File: src/rtl/gfx256_wbm_writer.sv
// Wishbone classic write master for 256-bit renderer requests: one bus cycle per request,
// bounded retry on wbm_err_i, optional timeout, guaranteed single ack_o pulse, sticky fault flags.
module gfx256_wbm_writer #(
  parameter int TIMEOUT = 1023,
  parameter int RETRIES = 1,
  parameter int TO_W    = 10
) (
  input  logic         clk_i,
  input  logic         rst_i,
  input  logic         write_i,
  input  logic [31:0]  render_addr_i,
  input  logic [31:0]  render_sel_i,
  input  logic [255:0] render_dat_i,
  output logic         ack_o,
  output logic         busy_o,
  output logic         wbm_cyc_o,
  output logic         wbm_stb_o,
  output logic         wbm_we_o,
  output logic [31:0]  wbm_adr_o,
  output logic [31:0]  wbm_sel_o,
  output logic [255:0] wbm_dat_o,
  input  logic         wbm_ack_i,
  input  logic         wbm_err_i,
  input  logic         err_clr_i,
  output logic         err_o,
  output logic         ovf_o
);

  // Handshake: a request is accepted on any edge where write_i=1 and the FSM is IDLE; it is
  // always answered by exactly one ack_o pulse. write_i seen while busy is dropped and flagged in ovf_o.
  typedef enum logic [1:0] {IDLE, BUS, GAP} state_t;

  state_t          state_q;
  logic [3:0]      retry_q;
  logic [TO_W-1:0] to_cnt_q;
  logic            ack_q, busy_q, cyc_q, stb_q, we_q, err_q, ovf_q;
  logic [31:0]     adr_q, sel_q;
  logic [255:0]    dat_q;
  logic            to_hit;

  assign to_hit = (TIMEOUT != 0) && (to_cnt_q == TO_W'(TIMEOUT - 1));

  always_ff @(posedge clk_i) begin
    if (rst_i) begin
      state_q  <= IDLE;
      retry_q  <= 4'd0;
      to_cnt_q <= '0;
      ack_q    <= 1'b0;
      busy_q   <= 1'b0;
      cyc_q    <= 1'b0;
      stb_q    <= 1'b0;
      we_q     <= 1'b0;
      err_q    <= 1'b0;
      ovf_q    <= 1'b0;
      adr_q    <= 32'd0;
      sel_q    <= 32'd0;
      dat_q    <= 256'd0;
    end else begin
      ack_q <= 1'b0;
      // Clear first so that a set event later in this block takes priority.
      if (err_clr_i) begin
        err_q <= 1'b0;
        ovf_q <= 1'b0;
      end
      case (state_q)
        IDLE: begin
          if (write_i) begin
            adr_q    <= {render_addr_i[31:5], 5'b0};
            sel_q    <= render_sel_i;
            dat_q    <= render_dat_i;
            retry_q  <= 4'd0;
            to_cnt_q <= '0;
            cyc_q    <= 1'b1;
            stb_q    <= 1'b1;
            we_q     <= 1'b1;
            busy_q   <= 1'b1;
            state_q  <= BUS;
          end
        end
        BUS: begin
          if (write_i) ovf_q <= 1'b1;
          if (wbm_err_i) begin
            cyc_q <= 1'b0;
            stb_q <= 1'b0;
            we_q  <= 1'b0;
            if (retry_q == 4'(RETRIES)) begin
              err_q   <= 1'b1;
              ack_q   <= 1'b1;
              busy_q  <= 1'b0;
              state_q <= IDLE;
            end else begin
              retry_q <= retry_q + 4'd1;
              state_q <= GAP;
            end
          end else if (wbm_ack_i) begin
            cyc_q   <= 1'b0;
            stb_q   <= 1'b0;
            we_q    <= 1'b0;
            ack_q   <= 1'b1;
            busy_q  <= 1'b0;
            state_q <= IDLE;
          end else if (to_hit) begin
            cyc_q   <= 1'b0;
            stb_q   <= 1'b0;
            we_q    <= 1'b0;
            err_q   <= 1'b1;
            ack_q   <= 1'b1;
            busy_q  <= 1'b0;
            state_q <= IDLE;
          end else if (to_cnt_q != '1) begin
            to_cnt_q <= to_cnt_q + TO_W'(1);
          end
        end
        GAP: begin
          if (write_i) ovf_q <= 1'b1;
          cyc_q    <= 1'b1;
          stb_q    <= 1'b1;
          we_q     <= 1'b1;
          to_cnt_q <= '0;
          state_q  <= BUS;
        end
        default: begin
          state_q <= IDLE;
          busy_q  <= 1'b0;
          cyc_q   <= 1'b0;
          stb_q   <= 1'b0;
          we_q    <= 1'b0;
        end
      endcase
    end
  end

  assign ack_o     = ack_q;
  assign busy_o    = busy_q;
  assign wbm_cyc_o = cyc_q;
  assign wbm_stb_o = stb_q;
  assign wbm_we_o  = we_q;
  assign wbm_adr_o = adr_q;
  assign wbm_sel_o = sel_q;
  assign wbm_dat_o = dat_q;
  assign err_o     = err_q;
  assign ovf_o     = ovf_q;

endmodule
File: config.mk
export PLATFORM = sky130hd
export DESIGN_NAME = gfx256_wbm_writer
export DESIGN_NICKNAME = d
export VERILOG_FILES = /design/src/rtl/gfx256_wbm_writer.sv
export SDC_FILE = /design/constraint.sdc
export NUM_CORES = 1
export LEC_CHECK = 0
export ABC_AREA = 1
export CELL_PAD_IN_SITES_DETAIL_PLACEMENT = 0
export CELL_PAD_IN_SITES_GLOBAL_PLACEMENT = 2
export CORE_AREA = 2 2 253 255
export DETAILED_ROUTE_END_ITERATION = 7
export DIE_AREA = 0 0 255 257
export GPL_TIMING_DRIVEN = 0
export PLACE_DENSITY_LB_ADDON = 0.25
export RECOVER_POWER = 100
export SYNTH_ARGS = -nofsm -noshare
export SYNTH_HDL_FRONTEND = slang
export SYNTH_SLANG_ARGS = --single-unit
File: constraint.sdc
create_clock -name clk_i -period 3.6 [get_ports clk_i]
set_clock_uncertainty 0.1 [all_clocks]
set_input_delay 1.08 -clock clk_i [delete_from_list [all_inputs] [get_ports clk_i]]
set_output_delay 1.08 -clock clk_i [all_outputs]
set_load 0.005 [all_outputs]
### After elaboration in Yosys (flattened, before gate mapping)

Cells that the tools add are included.
Widths: inputs -> output; s select.

* bitwise operators: 2
* shifts and indexed selects: 0
* equality and inequality tests: 14
* $add $sub $neg: 2
* order comparisons: 0
* div/mod/pow operators: 0
* mux-type cells: 37
* reduce and logical (&&, ||, !) cells: 10
* multiply operators: 0

Operator list (count)
* $mux 10: 5
* $pmux 10 s3: 1
* $mux 1: 19
* $ne 2x2->1 const B: 7
* $mux 4: 3
* $add 10x1->10 const B: 1
* $eq 10x10->1 const B: 1
* $mux 2: 5
* $ne 10x10->1 const B: 1
* $pmux 4 s2: 1
* $reduce_and 4->1: 2
* $pmux 1 s3: 2
* $pmux 2 s3: 1
* $reduce_and 6->1: 1
* $add 4x1->4 const B: 1
* $eq 4x1->1 const B: 1
* $ne 4x4->1 const B: 1
* $reduce_and 2->1: 2
* $reduce_or 2->1: 2
* $ne 3x3->1 const B: 1
* $reduce_bool 3->1: 1
* $eq 2x1->1 const B: 1
* $eq 2x2->1 const B: 1
* $logic_not 2->1: 1
* 2 further kinds: 3

* input bits: 326
* memories kept: 0
* bits in latches: 0
* logic and storage cells: 76
* output and inout port bits: 327
* bits in writable memories: 0
* flip-flop bits (word level): 336
* memory bits (read-only): 0

### Logic depth before layout (Yosys ltp)

* depth in word-level cells: 6
* mapped depth: 11

### Worst setup path after synthesis

Ideal clock, no wire load.

* path kind: input to register
* from: input port write_i
* to: register dat_q[143], in the netlist wbm_dat_o[143]
* slack: 1.593 ns
* buffers on the path: 3
* data required time: 3.384 ns
* cell stages on the path: 6
* arrival time: 1.791 ns
* cell sequence: nand2_1 buf_4 buf_4 clkbuf_2 o21ai_0 nor2_1

* longest elaborated chain between the ends: 1

Ends and longest elaborated chain
* from (decl): line 10 `input logic write_i,`
* $reduce_and 2->1 (no line)
* to (signal assigned): line 70 `dat_q <= render_dat_i;`
* to (decl): line 38 `logic [255:0] dat_q;`

No other way between the ends.
A chain may end at the register's enable or synchronous reset.

### Worst setup path after layout

* from: input port write_i
* to: register dat_q[146], in the netlist wbm_dat_o[146]

Same word-level chain as after synthesis.

==> impl_metrics.csv <==
group,metric,value,unit
sta,fmax,314,MHz
placement,io_buffers,642,
clocking,cts.repair.resized,0,
floorplanning,die_height,257,µm
route,drt_first_iter_violations,591,
critical_path,regToRegEndpoint,"wbm_dat_o[146]",
placement,globalplace.congestion,0.778,
sta,timing_max_transition_violations_final,0,
clocking,clk-insertion-delay-late,0.54,ns
global_routing,grt_util_met1,17.6,%
critical_path,timing.critical_path.required,3.98,ns
sta,part_of_the_cycle_the_worst_path_needs,88.4,%
floorplanning,starting_density,19.4,%
clocking,clock-sinks,336,
critical_path,ff_to_ff_path_depth,8,
floorplanning,ioPinCount,653,
layout,drive_gt1_share,6.00,%
synthesis,ys_seq_elements,336,
run_status,outcome,"complete, no violations",
sta,tightest_slew,0.961,ns
worst_hold_path,worst_hold_path_type,"flop to flop",
layout,final_cell_mix,"647 x nor2_1, 336 x dfxtp_1, 322 x dlygate4sd3_1",
critical_path,timing.reg2reg.setup_slack,0.80,ns
clocking,cts_buffers,44,
clocking,tritoncts_clock_tree,"done",
sta,totalNegativeSetupSlack,0,ns
global_routing,antenna_found_initial,16,
layout,layout-area-overhead-vs-synth,72.9,%
worst_hold_path,timing.hold.worst_path_depth,2,
floorplanning,floorplan.die.width,255,µm
power_and_ir_drop,ir_worst_vdd,0.000296,V
global_routing,via_count_of_the_first_global_routing_pass,12200,
global_routing,largest_net_degree_at_the_start_of_global_routing,12,
placement,placement.setup.worst_slack,-0.148,ns
route,route.detailed.drc,0,
sta,post-route-min-period,3.18,ns
placement,post-dp-hpwl,44200,µm
layout,fillerInstances,6661,
floorplanning,core_area,62700,µm²
synthesis,synth.avg_cell_area,7.80,µm²
layout,nets,2590,
route,route.final.wire_length,56200,µm
route,num_vias,12600,
synthesis,ys.warnings.count,0,
synthesis,seq_area_frac_synth,55.2,%
critical_path,worstPathArrival,3.56,ns
sta,finalHoldWorstSlack,0.366,ns
route,vias_per_cell,4.02,
route,detailedRoute.firstPassIterationCount,5,
global_routing,groute.layer.met2.usage,29.5,%
critical_path,r2r_start,"state_q[0]",
worst_hold_path,worst_hold_startpoint,"ovf_o",
power_and_ir_drop,static-leakage-power,8.89,nW
floorplanning,row_count,92,
flow_run,cap_violations,0,
critical_path,critPathKind,"input pin to flop",
floorplanning,die_outline_area,65500,µm²
layout,mostFrequentLayoutCell,"nor2_1",
layout,finish.utilization,33.6,%
sta,unrepaired_setup_endpoints_after_global_routing,"no",
route,postRouteAntennaNets,0,
power_and_ir_drop,power_per_cell_area,612,nW/µm²
sta,fin_ws,0.419,ns
clocking,clockBufferDepth,3,
critical_path,startpoint_type,"input pin",
sta,timing.slew.headroom,35.9,%
global_routing,grt_use_met3,5.90,%
critical_path,endpoint_kind,"flop",
global_routing,track_usage,16.4,%
route,route.detailed.wl_per_inst,17.9,µm
clocking,root_buffer,"clkbuf_16",
synthesis,post_synth_design_cell_area,12200,µm²
critical_path,critPathMaxFanout,10,
sta,report.final.setup_viol,0,
clocking,clkSlewWorstSetupHoldPaths,0.06,ns
sta,finalHoldViolations,0,
synthesis,netlist-cell-type-count,33,
global_routing,sum_of_overflow_across_all_layers_after_global_routing,0,
global_routing,grt-busiest-layer,"met2",
global_routing,grt_first_pass_wirelength,80100,µm
synthesis,post_synth_inst_count,1563,
worst_hold_path,whs_endpoint,"ovf_o",
clocking,ctsHoldBuffers,0,
clocking,htree_levels,2,
clocking,post_cts_buffers,0,
## cell type report
| type | count | area (µm²) | area share (%) |
|---|---|---|---|
| Sequential cell | 336 | 6730 | 31.9 |
| Timing Repair Buffer | 642 | 6430 | 30.5 |
| Multi-Input combinational cell | 1088 | 4780 | 22.7 |
| Clock buffer | 62 | 1250 | 5.93 |
| Tap cell | 846 | 1060 | 5.02 |
| Buffer | 113 | 544 | 2.58 |
| Clock inverter | 12 | 160 | 0.760 |
| Inverter | 30 | 113 | 0.534 |
| Antenna cell | 7 | 17.5 | 0.0831 |
## cells in the mapped netlist, drive strengths merged
| cell | count | area, µm² |
|---|---|---|
| a21oi | 16 | 121 |
| buf | 46 | 294 |
| clkbuf | 67 | 278 |
| conb | 1 | 3.75 |
| dfxtp | 336 | 6730 |
| ha | 9 | 113 |
| inv | 30 | 113 |
| nand2 | 45 | 210 |
| nand3 | 20 | 100 |
| nand3b | 1 | 7.51 |
| nand4 | 7 | 50.1 |
| nor2 | 652 | 2470 |
| nor3 | 3 | 15.0 |
| nor3b | 2 | 20.0 |
| o2111ai | 1 | 8.76 |
| o21ai | 322 | 1620 |
| xnor2 | 2 | 17.5 |
| xor2 | 3 | 26.3 |
## critical path: stages
cell           delay, ns
dlygate4sd3_1       0.60
nand2_1             0.12
clkbuf_1            0.72
buf_4               0.35
clkbuf_2            0.29
o21ai_0             0.22
nor2_1              0.16
## metal layers
| metal | up-vias | part of all wire, % |
|---|---|---|
| met5 | - | 0.14 |
| met2 | 403 | 50 |
| met3 | 93 | 8.7 |
| met4 | 12 | 2.9 |
| met1 | 5686 | 38 |
| li1 | 6399 | - |
## sequential cells by signal (all words and copies together), names as in the netlist
name       count
wbm_we_o       1
ovf_o          1
busy_o         1
to_cnt_q      10
wbm_adr_o     27
retry_q        4
state_q        2
err_o          1
wbm_dat_o    256
ack_o          1
wbm_sel_o     32
## worst max path at each step
stage                       start  depth (start not counted)             end  slack [ns]
after floorplan           write_i                          6  wbm_dat_o[143]        1.59
after global placement      rst_i                          6  wbm_dat_o[190]       -0.14
after detailed placement    rst_i                          6  wbm_dat_o[190]       -0.15
after CTS                   rst_i                          6  wbm_dat_o[190]        0.46
after global routing      write_i                          7  wbm_dat_o[111]        0.23
final                     write_i                          7  wbm_dat_o[146]        0.42
## power by group
group	switching (mW)	total, mW	internal [mW]	leakage [nW]
combinational	1.95	3.77	1.83	5.41
sequential	0.344	4.78	4.44	2.78
clock	1.67	4.35	2.68	0.699
total	3.96	12.9	8.94	8.89
## cells by family after synthesis
group                    Yosys count  share of synthesized area [%]
AO/OA/AOI/OAI                    339                           14.3
other                              1                         0.0308
buffers and inverters            143                           5.61
adder cells (fa/ha/maj)            9                          0.923
XOR/XNOR                           5                          0.359
AND/OR/NAND/NOR                  730                           23.6
flip-flops                       336                           55.2
## metrics by stage
| step | total power, mW | cell area, µm² | std cells |
|---|---|---|---|
| 5_1_grt | 13.8 | 21100 | 3134 |
| 4_1_cts | 13.5 | 21100 | 3129 |
| 3_3_place_gp | 9.01 | 19700 | 3055 |
| 6_report | 12.9 | 21100 | 3136 |
| 3_5_place_dp | 9.04 | 19700 | 3055 |
| 2_1_floorplan | 6.51 | 12200 | 1567 |
Power figures use the tool's default switching activity.
